### config.mk
export PLATFORM = sky130hd
export DESIGN_NAME = nibble_serial_adder_ctrl_flat
export DESIGN_NICKNAME = d
export VERILOG_FILES = /design/src/rtl/nibble_serial_adder_ctrl_pkg.sv /design/src/rtl/nibble_serial_adder_ctrl_if.sv /design/src/rtl/nibble_serial_adder_ctrl_cla4_slice.sv /design/src/rtl/nibble_serial_adder_ctrl.sv /design/src/flat_wrapper.sv
export SDC_FILE = /design/constraint.sdc
export NUM_CORES = 1
export LEC_CHECK = 0
export CAP_MARGIN = 25
export CORE_MARGIN = 1.5
export CORE_UTILIZATION = 65
export DETAILED_ROUTE_END_ITERATION = 8
export DONT_BUFFER_PORTS = 1
export GPL_ROUTABILITY_DRIVEN = 1
export PLACE_DENSITY_LB_ADDON = 0.12
export SLEW_MARGIN = 15
export SYNTH_ARGS = -nofsm -noshare
export SYNTH_HDL_FRONTEND = slang
export SYNTH_HIERARCHICAL = 1
export SYNTH_SLANG_ARGS = --single-unit
### constraint.sdc
create_clock -name clk -period 5 [get_ports clk]
set_clock_uncertainty 0.15 [all_clocks]
set_input_delay 0.5 -clock clk [delete_from_list [all_inputs] [get_ports clk]]
set_output_delay 0.5 -clock clk [all_outputs]
set_load 0.01 [all_outputs]
### src/rtl/nibble_serial_adder_ctrl_pkg.sv
// Shared definitions for the nibble-serial adder: FSM encodings and the slice width.
package nibble_serial_adder_ctrl_pkg;

    localparam int unsigned NIBBLE_W = 4;

    localparam logic [1:0] ST_IDLE = 2'd0;
    localparam logic [1:0] ST_ADD  = 2'd1;
    localparam logic [1:0] ST_DONE = 2'd2;

endpackage

### src/rtl/nibble_serial_adder_ctrl_if.sv
// Request/result bundle between a requester (master) and the serial adder (slave).
//   start/sub/cin/a/b : request, driven by master
//   busy/done/sum/cout/ovf : status and result, driven by slave
interface nibble_serial_adder_ctrl_if #(
    parameter int unsigned WIDTH = 16
);
    logic             start;
    logic             sub;
    logic             cin;
    logic [WIDTH-1:0] a;
    logic [WIDTH-1:0] b;
    logic             busy;
    logic             done;
    logic [WIDTH-1:0] sum;
    logic             cout;
    logic             ovf;

    modport master (
        output start, sub, cin, a, b,
        input  busy, done, sum, cout, ovf
    );

    modport slave (
        input  start, sub, cin, a, b,
        output busy, done, sum, cout, ovf
    );
endinterface

### src/rtl/nibble_serial_adder_ctrl_cla4_slice.sv
// Combinational 4-bit carry-lookahead slice.
//   a, b : nibble operands    cin : carry in
//   s    : nibble sum         c3  : carry into bit 3    cout : carry out of bit 3
module nibble_serial_adder_ctrl_cla4_slice
    import nibble_serial_adder_ctrl_pkg::*;
(
    input  logic [NIBBLE_W-1:0] a,
    input  logic [NIBBLE_W-1:0] b,
    input  logic                cin,
    output logic [NIBBLE_W-1:0] s,
    output logic                c3,
    output logic                cout
);
    logic [NIBBLE_W-1:0] p;
    logic [NIBBLE_W-1:0] g;
    logic                c1;
    logic                c2;

    assign p = a ^ b;
    assign g = a & b;

    // Each carry expanded directly from generate/propagate terms, no ripple.
    assign c1   = g[0] | (p[0] & cin);
    assign c2   = g[1] | (p[1] & g[0]) | (p[1] & p[0] & cin);
    assign c3   = g[2] | (p[2] & g[1]) | (p[2] & p[1] & g[0]) | (p[2] & p[1] & p[0] & cin);
    assign cout = g[3] | (p[3] & g[2]) | (p[3] & p[2] & g[1]) | (p[3] & p[2] & p[1] & g[0])
                | (p[3] & p[2] & p[1] & p[0] & cin);

    assign s = p ^ {c3, c2, c1, cin};
endmodule

### src/rtl/nibble_serial_adder_ctrl.sv
// Nibble-serial add/subtract sequencer: one 4-bit lookahead slice reused over
// WIDTH/4 cycles, LSB nibble first, with a start/busy/done handshake.
//   clk, rst : clock, async active-high reset
//   bus      : slave side of nibble_serial_adder_ctrl_if (request in, result out)
module nibble_serial_adder_ctrl #(
    parameter int unsigned WIDTH = 16
) (
    input  logic                      clk,
    input  logic                      rst,
    nibble_serial_adder_ctrl_if.slave bus
);
    import nibble_serial_adder_ctrl_pkg::*;

    localparam int unsigned NIBBLES = WIDTH / NIBBLE_W;
    localparam int unsigned CNT_W   = (NIBBLES > 1) ? $clog2(NIBBLES) : 1;
    localparam logic [CNT_W-1:0] LAST_NIB = CNT_W'(NIBBLES - 1);

    logic [1:0]          state_q, state_d;
    logic [CNT_W-1:0]    cnt_q, cnt_d;
    logic [WIDTH-1:0]    a_q, a_d;
    logic [WIDTH-1:0]    b_q, b_d;
    logic                carry_q, carry_d;
    logic [WIDTH-1:0]    sum_q, sum_d;
    logic                cout_q, cout_d;
    logic                ovf_q, ovf_d;
    logic                busy_q, busy_d;
    logic                done_q, done_d;

    logic [NIBBLE_W-1:0] nib_a;
    logic [NIBBLE_W-1:0] nib_b;
    logic [NIBBLE_W-1:0] slice_s;
    logic                slice_c3;
    logic                slice_cout;

    // Select the operand nibbles addressed by the counter.
    always_comb begin
        nib_a = '0;
        nib_b = '0;
        for (int unsigned i = 0; i < NIBBLES; i++) begin
            if (cnt_q == CNT_W'(i)) begin
                nib_a = a_q[i*NIBBLE_W +: NIBBLE_W];
                nib_b = b_q[i*NIBBLE_W +: NIBBLE_W];
            end
        end
    end

    nibble_serial_adder_ctrl_cla4_slice u_slice (
        .a    (nib_a),
        .b    (nib_b),
        .cin  (carry_q),
        .s    (slice_s),
        .c3   (slice_c3),
        .cout (slice_cout)
    );

    // Next-state and datapath update.
    always_comb begin
        state_d = state_q;
        cnt_d   = cnt_q;
        a_d     = a_q;
        b_d     = b_q;
        carry_d = carry_q;
        sum_d   = sum_q;
        cout_d  = cout_q;
        ovf_d   = ovf_q;

        case (state_q)
            ST_IDLE, ST_DONE: begin
                if (bus.start) begin
                    // Subtract as a + ~b + 1; cin is ignored for sub.
                    a_d     = bus.a;
                    b_d     = bus.sub ? ~bus.b : bus.b;
                    carry_d = bus.sub ? 1'b1 : bus.cin;
                    cnt_d   = '0;
                    sum_d   = '0;
                    state_d = ST_ADD;
                end else begin
                    state_d = ST_IDLE;
                end
            end
            ST_ADD: begin
                for (int unsigned i = 0; i < NIBBLES; i++) begin
                    if (cnt_q == CNT_W'(i)) begin
                        sum_d[i*NIBBLE_W +: NIBBLE_W] = slice_s;
                    end
                end
                carry_d = slice_cout;
                if (cnt_q == LAST_NIB) begin
                    // Signed overflow from the top slice's last two carries.
                    cout_d  = slice_cout;
                    ovf_d   = slice_c3 ^ slice_cout;
                    cnt_d   = '0;
                    state_d = ST_DONE;
                end else begin
                    cnt_d = cnt_q + CNT_W'(1);
                end
            end
            default: state_d = ST_IDLE;
        endcase

        busy_d = (state_d == ST_ADD);
        done_d = (state_d == ST_DONE);
    end

    always_ff @(posedge clk or posedge rst) begin
        if (rst) begin
            state_q <= ST_IDLE;
            cnt_q   <= '0;
            a_q     <= '0;
            b_q     <= '0;
            carry_q <= 1'b0;
            sum_q   <= '0;
            cout_q  <= 1'b0;
            ovf_q   <= 1'b0;
            busy_q  <= 1'b0;
            done_q  <= 1'b0;
        end else begin
            state_q <= state_d;
            cnt_q   <= cnt_d;
            a_q     <= a_d;
            b_q     <= b_d;
            carry_q <= carry_d;
            sum_q   <= sum_d;
            cout_q  <= cout_d;
            ovf_q   <= ovf_d;
            busy_q  <= busy_d;
            done_q  <= done_d;
        end
    end

    assign bus.busy = busy_q;
    assign bus.done = done_q;
    assign bus.sum  = sum_q;
    assign bus.cout = cout_q;
    assign bus.ovf  = ovf_q;
endmodule

### src/flat_wrapper.sv
// flat-port wrapper written by rule: the top's interface ports become plain ports
module nibble_serial_adder_ctrl_flat import nibble_serial_adder_ctrl_pkg::*;
#(
    parameter int unsigned WIDTH = 16
)
  (clk, rst, bus_start, bus_sub, bus_cin, bus_a, bus_b, bus_busy, bus_done, bus_sum, bus_cout, bus_ovf);
  nibble_serial_adder_ctrl_if #(.WIDTH(WIDTH)) bus_i ();
  input  logic clk;
  input  logic rst;
  input wire logic [$bits(bus_i.start)-1:0] bus_start;
  input wire logic [$bits(bus_i.sub)-1:0] bus_sub;
  input wire logic [$bits(bus_i.cin)-1:0] bus_cin;
  input wire logic [$bits(bus_i.a)-1:0] bus_a;
  input wire logic [$bits(bus_i.b)-1:0] bus_b;
  output wire logic [$bits(bus_i.busy)-1:0] bus_busy;
  output wire logic [$bits(bus_i.done)-1:0] bus_done;
  output wire logic [$bits(bus_i.sum)-1:0] bus_sum;
  output wire logic [$bits(bus_i.cout)-1:0] bus_cout;
  output wire logic [$bits(bus_i.ovf)-1:0] bus_ovf;
  assign bus_i.start = bus_start;
  assign bus_i.sub = bus_sub;
  assign bus_i.cin = bus_cin;
  assign bus_i.a = bus_a;
  assign bus_i.b = bus_b;
  assign bus_busy = bus_i.busy;
  assign bus_done = bus_i.done;
  assign bus_sum = bus_i.sum;
  assign bus_cout = bus_i.cout;
  assign bus_ovf = bus_i.ovf;
  nibble_serial_adder_ctrl #(.WIDTH(WIDTH)) u_core (.clk(clk), .rst(rst), .bus(bus_i));
endmodule
== Yosys cells after proc, flatten, opt, wreduce, memory -nomap -nowiden ==
Index checks and enable logic that the tools add are counted.
Storage, ports and cells
  bits in registers: 57
  input port bits: 37
  word-level logic and storage cells: 92
Cells by class
  $add $sub $neg: 1
  equality and inequality tests: 12
  mux-type cells: 24
  bitwise operators: 31
  reductions and logical operators: 11
Operators with widths (number)
  4-bit two-way mux: 12
  16-bit two-way mux: 2
  16-bit case mux with 2 select lines: 1
  1-bit AND: 16
  16-bit NOT: 1
  3-bit AND reduction: 4
  1-bit OR: 10
  2-bit equality test (second input constant): 4
  2-bit by 1-bit inequality test with 1-bit output (second input constant): 4
  2-bit case mux with 2 select lines: 2
  4-bit bitwise XOR: 2
  2-bit by 1-bit equality test with 1-bit output (second input constant): 3
  2-bit two-way mux: 3
  2-bit AND reduction: 3
  4-bit AND: 1
  2-bit zero test: 2
  1-bit two-way mux: 3
  2-bit by 1-bit adder with 2-bit output (second input constant): 1
  2-bit inequality test (second input constant): 1
  1-bit case mux with 2 select lines: 1
  2-bit nonzero test: 1
  2-bit OR reduction: 1
  1-bit bitwise XOR: 1

== Depth between registers and ports, before layout ==
Gate-level depths: netlist of run 1.
  word-level depth: 13
  mapped depth: 12

== Cells and area by module ==
The synthesis of run 1 kept the hierarchy.
Modules (own cells, without submodules)
  nibble_serial_adder_ctrl: times used 1, cells each 236, area each 2583.7 µm², seq. area each 1426.4 µm²
  nibble_serial_adder_ctrl_cla4_slice: times used 1, cells each 14, area each 140.1 µm², seq. area each 0.0 µm²

== Least setup slack after synthesis of run 1 ==
No wires, ideal clock.
  path type: register to register
  from: reg u_core.cnt_q[0]
  to: reg u_core.carry_q
  setup time: 0.126 ns
  data arrival time: 2.634 ns
  slack: 2.090 ns
  cell stages (with the launch flop): 11
  clock period less this slack: 2.910 ns
  path through: dfrtp_1 > inv_1 > ha_1 > nor2b_1 > a221oi_1 > a221oi_1 > ha_1 > a211oi_2 > o21bai_2 > a21o_1 > a221o_1
Between the ends
  elaborated cells on any way between the ends: 26
  classes of those cells: eq/ne (3); mux (9); bitwise (13); reduce/logical (1)
RTL lines
  start, declared: RTL line nibble_serial_adder_ctrl.sv:19  | logic [CNT_W-1:0] cnt_q, cnt_d;
  start signal, assigned: RTL line nibble_serial_adder_ctrl.sv:119  | cnt_q <= cnt_d;
  2-bit zero test: RTL line nibble_serial_adder_ctrl.sv:40  | if (cnt_q == CNT_W'(i)) begin
  4-bit two-way mux (3 in a row): RTL line nibble_serial_adder_ctrl.sv:40
  4-bit two-way mux *: RTL line nibble_serial_adder_ctrl.sv:40
  named net u_core.nib_b[0]: RTL line nibble_serial_adder_ctrl.sv:30  | logic [NIBBLE_W-1:0] nib_b;
  4-bit AND or 4-bit bitwise XOR (tied branches): RTL line nibble_serial_adder_ctrl_cla4_slice.sv:20, nibble_serial_adder_ctrl_cla4_slice.sv:19
  1-bit AND (on tied branches): RTL line nibble_serial_adder_ctrl_cla4_slice.sv:26, nibble_serial_adder_ctrl_cla4_slice.sv:27
  1-bit OR or 1-bit AND (tied branches): RTL line nibble_serial_adder_ctrl_cla4_slice.sv:26, nibble_serial_adder_ctrl_cla4_slice.sv:27
  1-bit OR *: RTL line nibble_serial_adder_ctrl_cla4_slice.sv:27  | | (p[3] & p[2] & p[1] & p[0] & cin);
  named net u_core.slice_cout: RTL line nibble_serial_adder_ctrl.sv:33  | logic slice_cout;
  1-bit case mux with 2 select lines *: RTL line nibble_serial_adder_ctrl.sv:67  | case (state_q)
  end signal, assigned: RTL line nibble_serial_adder_ctrl.sv:122  | carry_q <= carry_d;
  end, declared: RTL line nibble_serial_adder_ctrl.sv:22  | logic carry_q, carry_d;
The timed path passes the listed nets; every way through them passes the cells marked *.
A chain may end at the register's enable or synchronous reset.

== Worst setup path after layout of run 1 ==
Same ends and word-level chain as after synthesis.

==> results.json, run 1 <==
{
  "remaining_drc_errors": 0,
  "detailed_place.area_um2": 2700,
  "place.port_buffers": 0,
  "fin_hold_ws_ps": 99.3,
  "final_instance_area_um2": 2870,
  "fin_tns_setup_ps": 0,
  "floorplan.initialDensity_pct": 68.1,
  "finalHoldViolations": 0,
  "setup.worst_path.class": "register to register",
  "cts_made_buffers": 9,
  "critPathLaunch": "u_core/cnt_q[0]",
  "h_tree_depth": 3,
  "placeableCoreArea_um2": 4000,
  "power.combinational.fraction_pct": 47.3,
  "total_leakage_power_uw": 0.00131,
  "yosysSeqAreaShare_pct": 52.4,
  "final_net_count": 294,
  "num_vias": 1759,
  "syn_inst": 250,
  "max_cap_violations": 0,
  "numClockSinks": 57,
  "worst-endpoint-arrival_ps": 3490,
  "clockPowerShare_pct": 16.3,
  "ys_top_cells_by_count": "dfrtp_1, o21ai_0, mux2_2, nand3_1, inv_1",
  "sequentialPowerShare_pct": 36.4,
  "fin_crit_sh_pct": 68.6,
  "worst_ep_required_time_ps": 5060,
  "period_minus_slack_ps": 3430,
  "drt_wl_total_um": 4890,
  "fp.dieArea_um2": 4590,
  "clock_tree_from_tritoncts": "done",
  "grt_pass1_vias": 1689,
  "r2r_cells": 9,
  "yosys_register_bits": 57,
  "route.detailed.vias_per_inst": 5.81,
  "synth_edf_count": 0,
  "power.net_switching_uw": 961,
  "drt-initial-drc-count": 85,
  "cts_resized": 0,
  "grt.total_usage_pct": 24.4,
  "utilization_pct": 71.8,
  "drt.antenna.violating_nets": 0,
  "synthesis.yosys.warnings": 6,
  "clock.fmax_mhz": 292,
  "routabilityCongestion": 0.793,
  "area.growth.synth_to_final_pct": 5.42,
  "min_path_type": "primary input to asynchronous set/reset pin",
  "synth.most_common_cell": "dfrtp_1",
  "power.ir.vdd_worst_uv": 413,
  "netlist_area_before_placement_um2": 2720,
  "postCtsHoldBufs": 0,
  "antenna_violations_before_repair": 0,
  "layout-drive-gt1-share_pct": 14.6,
  "overflow_left_after_global_routing": 0,
  "drv_slew": 0,
  "syn-num-nets": 296,
  "timing.rr.start": "u_core/cnt_q[0]",
  "critical_path.max_fanout": 17,
  "worst_max_slew_pin_slew_ps": 679,
  "pwr_density_cell_nw_per_um2": 792,
  "postSynth.asyncResetShare_pct": 100,
  "std_cell_rows": 23,
  "postSynthAreaPerCell_um2": 10.9,
  "switching_share_pct": 42.3,
  "rsz_0062_raised_after_global_routing": "no",
  "n_antenna_cell": 0,
  "maxSlewHeadroom_pct": 54.7,
  "worst_setup_hold_path_clk_slew_ps": 60,
  "clk_path_buf_depth": 2,
  "clk-insertion-delay-late_ps": 330,
  "height_of_the_die_um": 67.7,
  "synth.top_cell.area_share_pct": 52.4,
  "die_width_um": 67.7,
  "yosysUniqueCellTypes": 32,
  "largest_net_degree_at_the_start_of_global_routing": 58,
  "io_pins": 57,
  "outcome": "complete, no violations",
  "synth.area.top_cells": "dfrtp_1, mux2_2, o21ai_0",
  "first_pass_grt_wire_length_um": 7910,
  "critPathLaunchType": "register",
  "finalSetupViolations": 0,
  "first_pass_iters": 4,
  "ys.flop_type": "dfrtp_1",
  "intPower_uw": 1310,
  "hpwlAfterDp_um": 3480,
  "cts_post_setup_buffers_inserted": 0,
  "yosys.area.top_type": "dfrtp_1",
  "critical_path.endpoint_type": "register",
  "post_drt_wl_per_cell_um": 16.1,
  "clock_tree.root_cell": "clkbuf_8"
}
kinds of logic (layout without fill, tap and decap cells):
kind of cell    Yosys count  count (layout)  share of synthesized area (%)
compound gates           60              60                           13.7
xor+xnor                 20              20                           6.43
fa+ha+maj                 9               9                           4.41
buf+inv                  30              33                           5.97
flops                    57              57                           52.4
mux                      17              17                           7.03
simple gates             57              57                           10.1
cells in the final DEF (no fill, tap or decap):
master / count
dfrtp_1: 57
nor2b_1: 2
clkbuf_8: 11
buf_4: 2
clkbuf_1: 2
a221oi_1: 11
or2_0: 1
clkinv_2: 3
a221o_1: 1
a21o_1: 1
inv_2: 1
nor2_1: 14
a22o_1: 1
and2_1: 1
a211oi_2: 1
xnor2_1: 13
o21bai_2: 1
ha_1: 8
a21oi_1: 8
nand2_1: 13
inv_1: 14
o21ai_0: 31
nand2b_2: 1
o22ai_1: 3
nand2b_1: 2
mux2_2: 17
xor2_1: 7
o21ai_1: 1
fa_1: 1
o31ai_1: 1
nand3_1: 17
nand3b_1: 6
worst paths after layout:
path / slack (ps) / to
worst max-delay path: 1570 / u_core/carry_q
worst min-delay path: 100 / u_core/bus.sum[0]
max in group asynchronous: 4160 / u_core/a_q[10]
min in group clk: 170 / u_core/a_q[0]
worst max register to register: 1570 / u_core/carry_q
worst min register to register: 330 / u_core/b_q[10]
power by group through the flow:
| stage | clock network [uW] | registers [uW] | logic [uW] |
|---|---|---|---|
| after detailed placement | 0 | 836 | 1080 |
| final | 371 | 827 | 1080 |
| after global routing | 405 | 857 | 1230 |
| after global placement | 0 | 831 | 1040 |
| after floorplan | 0 | 791 | 879 |
| after CTS | 379 | 829 | 1080 |
critical path, cell delays in order, from the launching register on:
cell      delay [ps]
dfrtp_1          420
ha_1             510
or2_0            430
a221oi_1         100
a221oi_1         430
ha_1             330
a211oi_2         280
o21bai_2         140
a21o_1           230
a221o_1          310
final cells by class:
type / instances / area [um^2]
clock inverters: 3 / 15.0
fillers: 297 / 1130
multi-input cells: 163 / 1140
well taps: 50 / 62.6
flip-flops and latches: 57 / 1430
clock buffers: 13 / 159
repair buffers: 2 / 15.0
inverters: 15 / 56.3
per-layer routing:
layer / track usage (%) / part of all wire (%) / up-vias
met3: 10.7 / 6.4 / 10
met1: 31.0 / 43 / 829
met4: 10.7 / 2.0 / 0
li1: - / - / 864
met2: 36.2 / 48 / 56
met5: 0 / 0 / -
flip-flops by register name, indices dropped and copies added (netlist names):
register and count:
u_core/bus.busy 1, u_core/bus.cout 1, u_core/state_q 2, u_core/bus.sum 16, u_core/carry_q 1, u_core/bus.done 1
u_core/bus.ovf 1, u_core/b_q 16, u_core/a_q 16, u_core/cnt_q 2
per-stage QoR:
step	setup WS [ps]	total power (uW)	std cells
final	1570	2270	303
after global routing	1260	2500	303
after CTS	1570	2290	303
after detailed placement	1590	1910	287
after global placement	1710	1870	287
after floorplan	2090	1670	250
Power figures use the tool's default switching activity.
==> run 2, diff against run 1 <==
- CORE_UTILIZATION: 65 -> 56
- clock period: 5 -> 3.1 ns (I/O delays scaled with it)
==> results.json, run 2 (same netlist as run 1, synthesis figures left out) <==
{
  "io_pins": 57,
  "fin_tns_setup_ps": 0,
  "n_antenna_cell": 0,
  "placeableCoreArea_um2": 4690,
  "clk_path_buf_depth": 2,
  "floorplan.initialDensity_pct": 58.1,
  "critPathMaxStageDelay_ps": 420,
  "finalHoldViolations": 0,
  "rsz_0062_raised_after_global_routing": "no",
  "largest_net_degree_at_the_start_of_global_routing": 39,
  "first_pass_grt_wire_length_um": 8740,
  "wp_buf_inv": 1,
  "worst_case_hold_path_end_point": "u_core/b_q[5]",
  "antenna_violations_before_repair": 0,
  "timing.rr.start": "u_core/cnt_q[0]",
  "power.net_switching_uw": 1620,
  "power.ir.vdd_worst_uv": 608,
  "worstHoldStart": "bus_b[5]",
  "hpwlAfterDp_um": 3620,
  "period_minus_slack_ps": 2960,
  "switching_share_pct": 41.6,
  "finalSetupViolations": 0,
  "grt_pass1_vias": 1845,
  "max_cap_violations": 0,
  "crit_family": "compound AO/OA/AOI/OAI gates",
  "worst-endpoint-arrival_ps": 3030,
  "critical_path.max_fanout": 8,
  "die_width_um": 72.7,
  "total_leakage_power_uw": 0.00143,
  "clock_tree.root_cell": "clkbuf_8",
  "drt_wl_total_um": 5370,
  "intPower_uw": 2270,
  "power.combinational.fraction_pct": 47.6,
  "worst_r2r_endpoint": "u_core/carry_q",
  "critPathSlowestCell": "dfrtp_1",
  "drv_slew": 0,
  "routabilityCongestion": 0.826,
  "layout-drive-gt1-share_pct": 16.6,
  "sequentialPowerShare_pct": 34.4,
  "cp_cell_sequence": "inv_1, ha_1, or2_1, a221oi_1, a221oi_1, ha_1, a211oi_2, o21bai_2, a21o_1, a221o_1",
  "layout_common_cells": "dfrtp_1, o21ai_0, dlygate4sd3_1",
  "height_of_the_die_um": 72.7,
  "min_path_type": "primary input to register",
  "grt.total_usage_pct": 22.2,
  "fin_crit_sh_pct": 95.6,
  "clockPowerShare_pct": 18.0,
  "route.detailed.vias_per_inst": 5.60,
  "drt-initial-drc-count": 71,
  "h_tree_depth": 3,
  "drt.antenna.violating_nets": 0,
  "worst_max_slew_pin_slew_ps": 808,
  "worst_setup_hold_path_clk_slew_ps": 60,
  "num_vias": 1853,
  "final_net_count": 318,
  "critical_path.endpoint_type": "register",
  "area.growth.synth_to_final_pct": 15.1,
  "outcome": "complete, no violations",
  "numClockSinks": 57,
  "design_power_total_uw": 3890,
  "std_cell_rows": 25,
  "worst-r2r-setup-slack_ps": 140,
  "post_drt_wl_per_cell_um": 16.2,
  "critPathLaunchType": "register",
  "place.port_buffers": 0,
  "maxSlewHeadroom_pct": 46.1,
  "clock_tree_from_tritoncts": "done",
  "cts_made_buffers": 9,
  "overflow_left_after_global_routing": 0,
  "hold_path_depth": 2,
  "fp.dieArea_um2": 5290,
  "clock.fmax_mhz": 337,
  "worst_ep_required_time_ps": 3160,
  "layout_commonest_cell": "dfrtp_1",
  "first_pass_iters": 4,
  "clk-insertion-delay-late_ps": 330,
  "r2r_cells": 10,
  "pwr_density_cell_nw_per_um2": 1240,
  "setup.worst_path.class": "register to register",
  "remaining_drc_errors": 0
}
[run 2: layout make-up]
cell class | instances | area (um^2)
clock buffers | 11 | 151
inverters | 15 | 56.3
flip-flops and latches | 57 | 1430
fillers | 380 | 1560
repair buffers | 26 | 240
clock inverters | 5 | 53.8
well taps | 54 | 67.6
multi-input cells | 163 | 1140
[run 2: metal layers]
metal / part of all wire [%] / wire length [um] / vias to the layer above / track usage (%)
met5: 0 / 0 / - / 0
met4: 1.9 / 102 / 0 / 12.6
met3: 4.8 / 256 / 10 / 6.49
met2: 48 / 2590 / 53 / 35.4
met1: 45 / 2410 / 878 / 27.1
li1: - / - / 912 / -
[run 2: per-stage QoR]
stage	std cells	hold slack [ps]	setup WS, ps	cell area [um^2]	util (%)
floorplan	250	299	190	2720	-
global placement	297	109	105	2750	58.6
detailed placement	297	105	66.0	2750	58.6
CTS	331	0.534	8.87	3130	66.8
global route	331	32.0	1.44	3140	66.8
finish	331	12.2	136	3140	66.8
[run 2: how the worst max path moves through the flow]
stage               depth (start not counted)             end  slack [ps]            start
finish                                     10  u_core/carry_q         140  u_core/cnt_q[0]
global route                               10  u_core/carry_q           1  u_core/cnt_q[0]
CTS                                        10  u_core/carry_q           9  u_core/cnt_q[0]
detailed placement                         10  u_core/carry_q          70  u_core/cnt_q[0]
global placement                           10  u_core/carry_q         110  u_core/cnt_q[0]
floorplan                                  10  u_core/carry_q         190  u_core/cnt_q[0]
[run 2: timing repair]
action	4_1_cts	5_1_grt
endpoints found under the setup margin	0	9
hold endpoints to repair	41	0
resized for setup	0	3
hold buffers	18	0
buffers inserted	0	0
[run 2: power by group through the flow]
stage | clock network, uW | logic, uW | registers [uW]
3_5_place_dp | 0 | 1820 | 1350
4_1_cts | 719 | 1860 | 1340
5_1_grt | 748 | 2120 | 1380
3_3_place_gp | 0 | 1780 | 1340
6_report | 701 | 1850 | 1330
2_1_floorplan | 0 | 1420 | 1280
==> run 3, diff against run 2 <==
- RECOVER_POWER: default -> 50
==> results.json, run 3 (same netlist as run 1, synthesis figures left out) <==
{
  "outcome": "complete, no violations",
  "cts_made_buffers": 9,
  "area.growth.synth_to_final_pct": 15.0,
  "clock_tree.root_cell": "clkbuf_8",
  "layout_commonest_cell": "dfrtp_1",
  "power.ir.vdd_worst_uv": 608,
  "pwr_density_cell_nw_per_um2": 1240,
  "layout-drive-gt1-share_pct": 16.2,
  "place.port_buffers": 0,
  "critPathLaunchType": "register",
  "maxSlewHeadroom_pct": 40.4,
  "worst_setup_hold_path_clk_slew_ps": 60,
  "fp.dieArea_um2": 5290,
  "num_vias": 1855,
  "routabilityCongestion": 0.826,
  "h_tree_depth": 3,
  "rsz_0062_raised_after_global_routing": "no",
  "fin_hold_ws_ps": 12.2,
  "setup.worst_path.class": "register to register",
  "drt-initial-drc-count": 76,
  "critPathMaxStageDelay_ps": 420,
  "clock_tree_from_tritoncts": "done",
  "worst_max_slew_pin_slew_ps": 894,
  "multiInputGateArea_um2": 1140,
  "clock.fmax_mhz": 337,
  "die_width_um": 72.7,
  "period_minus_slack_ps": 2970,
  "critPathSlowestCell": "dfrtp_1",
  "io_pins": 57,
  "max_cap_violations": 0,
  "numClockSinks": 57,
  "worst_r2r_endpoint": "u_core/carry_q",
  "drt_wl_total_um": 5360,
  "cp_cell_sequence": "inv_1, ha_1, or2_1, a221oi_1, a221oi_1, ha_1, a211oi_2, o21bai_2, a21o_1, a221o_1",
  "grt_pass1_vias": 1845,
  "post_drt_wl_per_cell_um": 16.2,
  "finalHoldViolations": 0,
  "worst-r2r-setup-slack_ps": 130,
  "route.detailed.vias_per_inst": 5.60,
  "hpwlAfterDp_um": 3620,
  "total_leakage_power_uw": 0.00143,
  "fin_tns_setup_ps": 0,
  "drt.antenna.violating_nets": 0,
  "overflow_left_after_global_routing": 0,
  "layout_common_cells": "dfrtp_1, o21ai_0, dlygate4sd3_1",
  "final_net_count": 318,
  "critical_path.endpoint_type": "register",
  "first_pass_iters": 4,
  "n_fill_cell": 381,
  "fin_crit_sh_pct": 95.8,
  "floorplan.initialDensity_pct": 58.1,
  "r2r_cells": 10,
  "height_of_the_die_um": 72.7,
  "remaining_drc_errors": 0,
  "finalSetupViolations": 0,
  "hold_path_depth": 2,
  "std_cell_rows": 25,
  "crit_family": "compound AO/OA/AOI/OAI gates",
  "placeableCoreArea_um2": 4690,
  "grt.total_usage_pct": 22.2,
  "antenna_violations_before_repair": 0,
  "wp_buf_inv": 1,
  "largest_net_degree_at_the_start_of_global_routing": 39,
  "ff_latch_area_um2": 1430,
  "worst_ep_required_time_ps": 3160,
  "clk-insertion-delay-late_ps": 330,
  "drv_slew": 0,
  "min_path_type": "primary input to register",
  "worst_case_hold_path_end_point": "u_core/b_q[5]",
  "n_antenna_cell": 0,
  "critical_path.max_fanout": 8,
  "timing.rr.start": "u_core/cnt_q[0]",
  "worst-endpoint-arrival_ps": 3030,
  "clk_path_buf_depth": 2,
  "worstHoldStart": "bus_b[5]",
  "first_pass_grt_wire_length_um": 8740
}
[run 3: per-layer routing]
layer / routed length (um) / vias up / part of all wire [%] / track usage, %
met5: 0 / - / 0 / 0
met4: 102 / 0 / 1.9 / 12.6
met3: 248 / 10 / 4.6 / 6.49
met2: 2590 / 51 / 48 / 35.4
met1: 2420 / 883 / 45 / 27.1
li1: - / 911 / - / -
[run 3: repair_timing]
action                                  CTS  global route
hold buffers                             18             0
endpoints found under the setup margin    0             9
setup buffers                             0             0
resized for setup                         0             3
hold endpoints to repair                 41             0
[run 3: worst max-delay path by stage]
stage                                from  slack, ps             end  cells after the start
after floorplan           u_core/cnt_q[0]        190  u_core/carry_q                     10
after global placement    u_core/cnt_q[0]        110  u_core/carry_q                     10
after detailed placement  u_core/cnt_q[0]         70  u_core/carry_q                     10
after CTS                 u_core/cnt_q[0]          9  u_core/carry_q                     10
after global routing      u_core/cnt_q[0]          1  u_core/carry_q                     10
final                     u_core/cnt_q[0]        130  u_core/carry_q                     10
[run 3: worst register-to-register path, cell delays in order, from the launching register on]
cell and delay [ps]:
dfrtp_1 420, inv_1 100, ha_1 160, or2_1 280
a221oi_1 90, a221oi_1 360, ha_1 330, a211oi_2 290
o21bai_2 140, a21o_1 220, a221o_1 320
[run 3: cell type report]
class | count | area share [%]
tap | 54 | 2.16
multi-input combinational | 163 | 36.4
clock inverter | 5 | 1.72
clock buffer | 11 | 4.83
inverter | 15 | 1.80
timing repair buffer | 26 | 7.59
sequential | 57 | 45.5
[run 3: through the flow]
stage	cells	area, um^2	setup slack, ps	util (%)	total power (uW)
after floorplan	250	2720	190	-	2690
after global placement	297	2750	105	58.6	3120
after detailed placement	297	2750	66.0	58.6	3180
after CTS	331	3130	8.87	66.8	3920
after global routing	331	3130	1.44	66.8	4240
final	331	3130	131	66.8	3890
[run 3: power by group]
part,internal (uW),switching (uW)
Combinational,773,1080
Sequential,1090,249
Clock,412,289
